--- src/rtl/car_game_pkg.sv ---
// Shared types and constants for the car game datapath: lanes, colours and draw FSM states.
package car_game_pkg;

    localparam int unsigned LANE_COUNT = 3;

    typedef logic [1:0] lane_t;
    localparam lane_t LANE_MAX = lane_t'(LANE_COUNT - 1);

    typedef logic [2:0] colour_t;
    localparam colour_t TRANSPARENT = 3'b000;

    typedef enum logic [1:0] {
        StIdle,
        StDraw,
        StFlush
    } state_t;

endpackage

--- src/rtl/car_pixel_counter.sv ---
// Column/row scan counter over the car sprite, with a flag on the final pixel.
module car_pixel_counter #(
    parameter int unsigned CAR_W = 12,
    parameter int unsigned CAR_H = 16,
    parameter int unsigned COL_W = $clog2(CAR_W),
    parameter int unsigned ROW_W = $clog2(CAR_H)
) (
    input  logic             CLOCK_50,
    input  logic             Resetn,
    input  logic             en,
    input  logic             clr,
    output logic [COL_W-1:0] col,
    output logic [ROW_W-1:0] row,
    output logic             last
);

    logic col_end;
    logic row_end;

    assign col_end = (col == COL_W'(CAR_W - 1));
    assign row_end = (row == ROW_W'(CAR_H - 1));
    assign last    = col_end && row_end;

    always_ff @(posedge CLOCK_50 or negedge Resetn) begin
        if (!Resetn) begin
            col <= '0;
            row <= '0;
        end else if (clr) begin
            col <= '0;
            row <= '0;
        end else if (en) begin
            if (col_end) begin
                col <= '0;
                row <= row_end ? '0 : row + ROW_W'(1);
            end else begin
                col <= col + COL_W'(1);
            end
        end
    end

endmodule

--- src/rtl/player_car_draw.sv ---
// Player-car lane register and sprite overlay sequencer (one pixel per cycle after frame_done).
// Optional: define PLAYER_CAR_TRANSPARENT_EN to suppress plotting of black sprite pixels.
module player_car_draw
    import car_game_pkg::*;
#(
    parameter int unsigned CAR_W      = 12,
    parameter int unsigned CAR_H      = 16,
    parameter int unsigned LANE_X0    = 40,
    parameter int unsigned LANE_PITCH = 32,
    parameter int unsigned CAR_Y      = 100
) (
    input  logic       CLOCK_50,
    input  logic       Resetn,
    input  logic       LeftEn,
    input  logic       RightEn,
    input  logic       DriveEn,
    input  logic       frame_done,
    input  logic [2:0] sprite_colour,
    output logic [7:0] sprite_addr,
    output logic [7:0] oX,
    output logic [6:0] oY,
    output logic [2:0] oColour,
    output logic       plot,
    output logic [1:0] lane,
    output logic       busy
);

    localparam int unsigned COL_W = $clog2(CAR_W);
    localparam int unsigned ROW_W = $clog2(CAR_H);

    state_t           state;
    lane_t            draw_lane;
    logic             valid_d;
    logic [COL_W-1:0] col;
    logic [ROW_W-1:0] row;
    logic             last;
    logic             start;

    assign start = (state == StIdle) && frame_done && DriveEn;

    car_pixel_counter #(
        .CAR_W (CAR_W),
        .CAR_H (CAR_H),
        .COL_W (COL_W),
        .ROW_W (ROW_W)
    ) u_counter (
        .CLOCK_50 (CLOCK_50),
        .Resetn   (Resetn),
        .en       (state == StDraw),
        .clr      (start),
        .col      (col),
        .row      (row),
        .last     (last)
    );

    assign sprite_addr = 8'(32'(row) * CAR_W + 32'(col));
    assign busy        = (state != StIdle);

    always_ff @(posedge CLOCK_50 or negedge Resetn) begin
        if (!Resetn) begin
            state     <= StIdle;
            lane      <= 2'd1;
            draw_lane <= '0;
            valid_d   <= 1'b0;
            oX        <= '0;
            oY        <= '0;
        end else begin
            if (DriveEn) begin
                if (LeftEn && !RightEn && lane != '0) begin
                    lane <= lane - 2'd1;
                end else if (RightEn && !LeftEn && lane != LANE_MAX) begin
                    lane <= lane + 2'd1;
                end
            end

            // Coordinates lag the address by one cycle to line up with ROM data.
            valid_d <= (state == StDraw);
            if (state == StDraw) begin
                oX <= 8'(LANE_X0 + 32'(draw_lane) * LANE_PITCH + 32'(col));
                oY <= 7'(CAR_Y + 32'(row));
            end

            case (state)
                StIdle: begin
                    if (start) begin
                        state     <= StDraw;
                        draw_lane <= lane;
                    end
                end
                StDraw: begin
                    if (last) begin
                        state <= StFlush;
                    end
                end
                StFlush: state <= StIdle;
                default: state <= StIdle;
            endcase
        end
    end

    assign oColour = valid_d ? sprite_colour : TRANSPARENT;

`ifdef PLAYER_CAR_TRANSPARENT_EN
    assign plot = valid_d && (sprite_colour != TRANSPARENT);
`else
    assign plot = valid_d;
`endif

endmodule
--- config.mk ---
export PLATFORM = sky130hd
export DESIGN_NAME = player_car_draw
export DESIGN_NICKNAME = d
export VERILOG_FILES = /design/src/rtl/car_game_pkg.sv /design/src/rtl/car_pixel_counter.sv /design/src/rtl/player_car_draw.sv
export SDC_FILE = /design/constraint.sdc
export NUM_CORES = 1
export LEC_CHECK = 0
export ABC_CLOCK_PERIOD_IN_PS = 2700
export BUFFER_PORTS_ARGS = -buffer_cell sky130_fd_sc_hd__buf_2
export CORE_ASPECT_RATIO = 1.75
export CORE_MARGIN = 4
export CORE_UTILIZATION = 26
export CTS_BUF_LIST = sky130_fd_sc_hd__clkbuf_16
export DETAILED_ROUTE_END_ITERATION = 10
export PLACE_DENSITY = 0.41
export SLEW_MARGIN = 20
export SYNTH_ARGS = -nofsm -noshare
export SYNTH_HDL_FRONTEND = slang
export SYNTH_SLANG_ARGS = --single-unit
--- constraint.sdc ---
create_clock -name CLOCK_50 -period 2.7 [get_ports CLOCK_50]
set_input_delay 0.135 -clock CLOCK_50 [delete_from_list [all_inputs] [get_ports CLOCK_50]]
set_output_delay 0.135 -clock CLOCK_50 [all_outputs]
set_load 0.02 [all_outputs]
# [Word-level counts from Yosys, hierarchy flattened]
# Cells that the tools add are included.
[word_totals] output_inout_bits=30 rom_bits=0 mem_bits_rw=0 memories=0 in_bits=9 reg_bits=30 wordCells=55 latchBits=0
[op_classes] n_eq_ne=6 div=0 muxes=13 shifts=0 order_cmp=0 reduce_logical=19 addsub=8 bitwise=0 multipliers=1
[op_table] operator="two-way mux 4 bit" count=7
[op_table] operator="adder 8 x 4 -> 8 bit" count=2
[op_table] operator="nonzero test 2 bit" count=5
[op_table] operator="adder 4 x 1 -> 4 bit (second input constant)" count=2
[op_table] operator="adder 6 x 7 -> 8 bit (first input constant)" count=1
[op_table] operator="== test 4 bit (second input constant)" count=2
[op_table] operator="two-way mux 2 bit" count=4
[op_table] operator="AND reduction 2 bit" count=4
[op_table] operator="adder 7 x 4 -> 7 bit (first input constant)" count=1
[op_table] operator="logical AND 1 bit" count=7
[op_table] operator="multiplier 4 x 2 -> 6 bit (second input constant)" count=1
[op_table] operator="!= test 2 bit (second input constant)" count=3
[op_table] operator="case mux 2 bit (2 select lines)" count=1
[op_table] operator="two-way mux 3 bit" count=1
[op_table] operator="adder 2 x 1 -> 2 bit (second input constant)" count=1
[op_table] operator="== test 2 x 1 -> 1 bit (second input constant)" count=1
[op_table] operator="zero test 1 bit" count=2
[op_table] operator="zero test 2 bit" count=1
[op_table] operator="subtractor 2 x 1 -> 2 bit (second input constant)" count=1

# [Logic depth before layout (Yosys ltp)]
[logic_depth] word_depth=5 ltp_mapped=6 depth_no_buf=6

# [Modules after synthesis]
# A second synthesis with hierarchy kept.
[hier_totals] hier_cells=172 area_unflattened_um2=1641.6
[by_module_without_submodules] mod="player_car_draw" area_per_inst_um2=1204.9 seq_area_each_um2=526.8 cells_each=128 instances=1
[by_module_without_submodules] mod="car_pixel_counter" area_per_inst_um2=436.7 seq_area_each_um2=200.2 cells_each=44 instances=1

# [Worst setup path before layout]
# Ideal clock, no wire load.
[synth_timing] path_kind="register to output" start="register u_counter.row[0]" end="output sprite_addr[7]" stages_incl_launch_ff=7 t_arrival_ns=2.151 required_ns=2.565 setup_slack_ns=0.414 n_path_buf=0 cell_sequence="dfrtp_1 -> ha_1 -> fa_1 -> inv_1 -> o41ai_1 -> o211ai_1 -> mux2_2"
[synth_between] elab_chain_cells=2
[synth_rtl] item="start: declaration" line="car_pixel_counter.sv:13" text="output logic [ROW_W-1:0] row,"
[synth_rtl] item="start signal: assignment" line="car_pixel_counter.sv:34" text="row <= row_end ? '0 : row + ROW_W'(1);"
[synth_rtl] item="multiplier 4 x 2 -> 6 bit" line="player_car_draw.sv:56" text="assign sprite_addr = 8'(32'(row) * CAR_W + 32'(col));"
[synth_rtl] item="adder 8 x 4 -> 8 bit" line="player_car_draw.sv:56"
[synth_rtl] item="end: declaration" line="player_car_draw.sv:19" text="output logic [7:0] sprite_addr,"
# No other way between the ends.

# [Worst setup path after layout]
[layout_timing] start="register u_counter.row[1]" end="output sprite_addr[7]"
# The elaborated chain is that of the path after synthesis.

==> summary.md <==
| Metric | Value |
|---|---|
| Status | finished, final reports clean |
| Dpl hpwl | between 2000 and 3000 um |
| Fin crit period | 2519 ps |
| Post-synthesis sequential area ratio | 46.48% |
| Final setup vio count | 0 |
| Crit share post-route | 93.28% |
| Final setup margin | 181.4 ps |
| CTS Buf Count | 5 |
| Sink Count | 29 |
| Die X-Extent | approximately 67 um |
| Total power | 2.131 mW |
| Reg2Reg Depth | 4 |
| Hold Path End | lane[1] |
| Slew HR | 56.89% |
| Total number of vias | between 1,000 and 1,500 |
| Initial core utilization | about a quarter |
| Fin. max-slew vios | 0 |
| Cell variety after synth | 35 |
| Placed Area | roughly 1800 sq um |
| Hold_ws | approximately 95 ps |
| Final hold violations | 0 |
| Dominant synthesized flop cell | dfrtp_1 |
| Pwr Density | approximately 1100 nW/um^2 |
| Fmax | between 300 and 400 MHz |
| First-pass GRT wire length | roughly 6200 um |
| Wire length per cell | 12.31 um |
| Synthesized flop and latch total | 29 |
| Worst endpoint required time | 2570 ps |
| Peak supply drop | about 0.42 mV |
| CTS tree | yes |
| Syn_area_per_cell | between 9 and 10 sq um |
| R2R setup slack | roughly 940 ps |
| Capturing point of the worst reg2reg path | u_counter.row[3] |
| CP Class | flop to output port |
| Layout net count | 230 |
| Fin util | roughly 34% |
| P_leak | 0.9692 nW |
| HP Start | DriveEn |
| Drt initial violations | 18 |
| Clock transition at path regs | 50 ps |
| FF-to-FF Start | u_counter.row[2] |
| WHS Path Cells | 2 |
| Max_cap viols | 0 |
| CP Max Fanout | 5 |
| CORE AREA | just under 6000 sq um |
| Simple-gate share of the synthesized area | between 20% and 30% |
| Number of antenna violations at the first check in global routing | 0 |
| Commonest non-fill, non-tap cell in the layout | nand2_1 |
| Share of layout cells above drive strength 1 | 28.30% |
| P&R area growth vs syn | 27.04% |
| Drt first pass iters | 4 |
| Detailed Route WL | about 3600 um |
| Largest family of logic cells by synthesized area | simple AND/OR/NAND/NOR gates |
| Worst path arrival time | 2380 ps |
| Clock buffer depth | 2 |
| GRT overflow | 0 |
| Critical path cell sequence | ha_2 -> fa_2 -> inv_1 -> o41ai_2 -> o211ai_1 -> mux2_2 -> buf_2 |
| Compound-cell area share of the yosys netlist | under 10% |
| Kind of start point of the critical path | flop |
| Slew @ Worst Pin | 646.6 ps |
| Crit end category | output port |
| Non-filler cells, final | 290 |
| Final instance area | a little under 2000 sq um |
| Synth warn | 0 |
| HP Class | input pin to flop |
| Slowest library cell on the worst path | fa_2 |
| RSZ-0062 raised after global routing | no |
| Async S/R FF share, synth | 100.0% |
| DRC | 0 |
| Die Ht | 110.6 um |
| Final antenna-violating net count | 0 |
| Mux contribution to synthesized area | around 4.2% |
| Postcts setup bufs | 0 |
| Worst path top cell family by delay | adder cells |
| Synthesized area | 1564 sq um |
| Most frequent cells in the layout | nand2_1, buf_2, dfrtp_1, a21oi_1, nor2_1 |
| Clock skew | between 4 and 5 ps |
| GR Util All Layers | a little over a tenth |
| Max incr delay on CP | between 500 and 600 ps |
| Pre-CTS setup slack | roughly 190 ps |
| Vias per cell | about 4.5 |
| Synth Area in Adders | roughly 9% |
| CP bufs+invs | 2 |
| Clock root cell | clkbuf_16 |
| # rows | 37 |
| Die area | 7369 sq um |
| Syn Inst Count | 170 |
| Post-synth EDFFs | 0 |
| Number of inserted diodes | 0 |
| H-Tree Depth | 2 |
| Fin Setup TNS | 0 ps |
| Worst-skew pair later-pin latency | ~270 ps |
| Largest net degree at the start of global routing | 30 |
| Syn nets | ~190 |
| Port bufs | 38 |
| Vias in the first global route | roughly 1,400 |
| Final Wtd Congestion | approximately 0.7 |
| Num ports | 39 |
| Post-synthesis xor/xnor area fraction | under 10% |
| Placed Cells | 281 |
-- registers in the layout (all words and copies together), names as in the netlist --
name,flops
draw_lane,2
lane,2
oX,8
oY,6
plot,1
state,2
u_counter.col,4
u_counter.row,4
-- metal layers --
layer	share of wire (%)	up-vias	GRT usage [%]	routed length, um
met5	0	-	0	0
met3	3.2	5	1.729	114
met2	55	25	19.36	1950
li1	-	651	-	-
met4	2.0	0	5.292	72
met1	40	610	11.79	1433
-- Yosys cell counts (2+ instances only) --
library cell / instances / share of area, %
nor3_1: 3 / 0.96
mux2_2: 4 / 2.9
ha_1: 8 / 6.4
nand2b_1: 4 / 1.6
mux2i_1: 2 / 1.3
nand3_1: 6 / 1.9
nor2_1: 10 / 2.4
o21ai_0: 9 / 2.9
nand2_1: 43 / 10
and2_1: 4 / 1.6
xor2_1: 3 / 1.7
nor2b_1: 5 / 2.0
inv_1: 3 / 0.72
clkbuf_1: 4 / 0.96
dfrtp_1: 28 / 45
fa_1: 2 / 2.6
a21oi_1: 12 / 3.8
buf_4: 3 / 1.4
-- worst max-delay path by stage --
stage | start | endpoint | slack (ps) | cells past startpoint
6_report | u_counter.row[1] | sprite_addr[7] | 180 | 7
5_1_grt | u_counter.row[1] | sprite_addr[7] | 60 | 7
3_5_place_dp | u_counter.row[1] | sprite_addr[7] | 190 | 7
3_3_place_gp | u_counter.row[1] | sprite_addr[7] | 220 | 7
2_1_floorplan | u_counter.row[0] | sprite_addr[7] | 410 | 6
4_1_cts | u_counter.row[1] | sprite_addr[7] | 20 | 7
-- repair_timing --
item                                    CTS  global route
endpoints found under the setup margin    1             1
pin swaps                                 0             1
endpoints found under the hold margin    28             0
hold buffers                              1             0
gates cloned                              0             0
resized for setup                         3             1
-- worst reg2reg max path: stages, from the launching register on --
cell	delay, ps
dfrtp_1	460
ha_1	360
and2_1	250
or4_1	470
a21oi_1	150
-- power breakdown --
part	total, mW	switching (mW)	internal (mW)	leakage (nW)
Clock	0.506	0.175	0.331	0.0687
Sequential	0.724	0.128	0.595	0.355
Combinational	0.902	0.566	0.336	0.546
Total	2.13	0.869	1.26	0.969
-- final cells by class --
cell class	count	area, sq um
fillers	649	3892
multi-input cells	129	783.3
flip-flops and latches	29	728.2
repair buffers	42	222.7
clock buffers	5	125.1
well taps	78	97.59
inverters	4	17.52
clock inverters	3	12.51
-- cell families after synthesis --
kind of cell    count (synthesis)
simple gates                   82
flops                          29
compound gates                 27
buf+inv                        12
fa+ha+maj                      10
mux                             6
xor+xnor                        4
No activity file was read; power rests on OpenSTA's default activity.
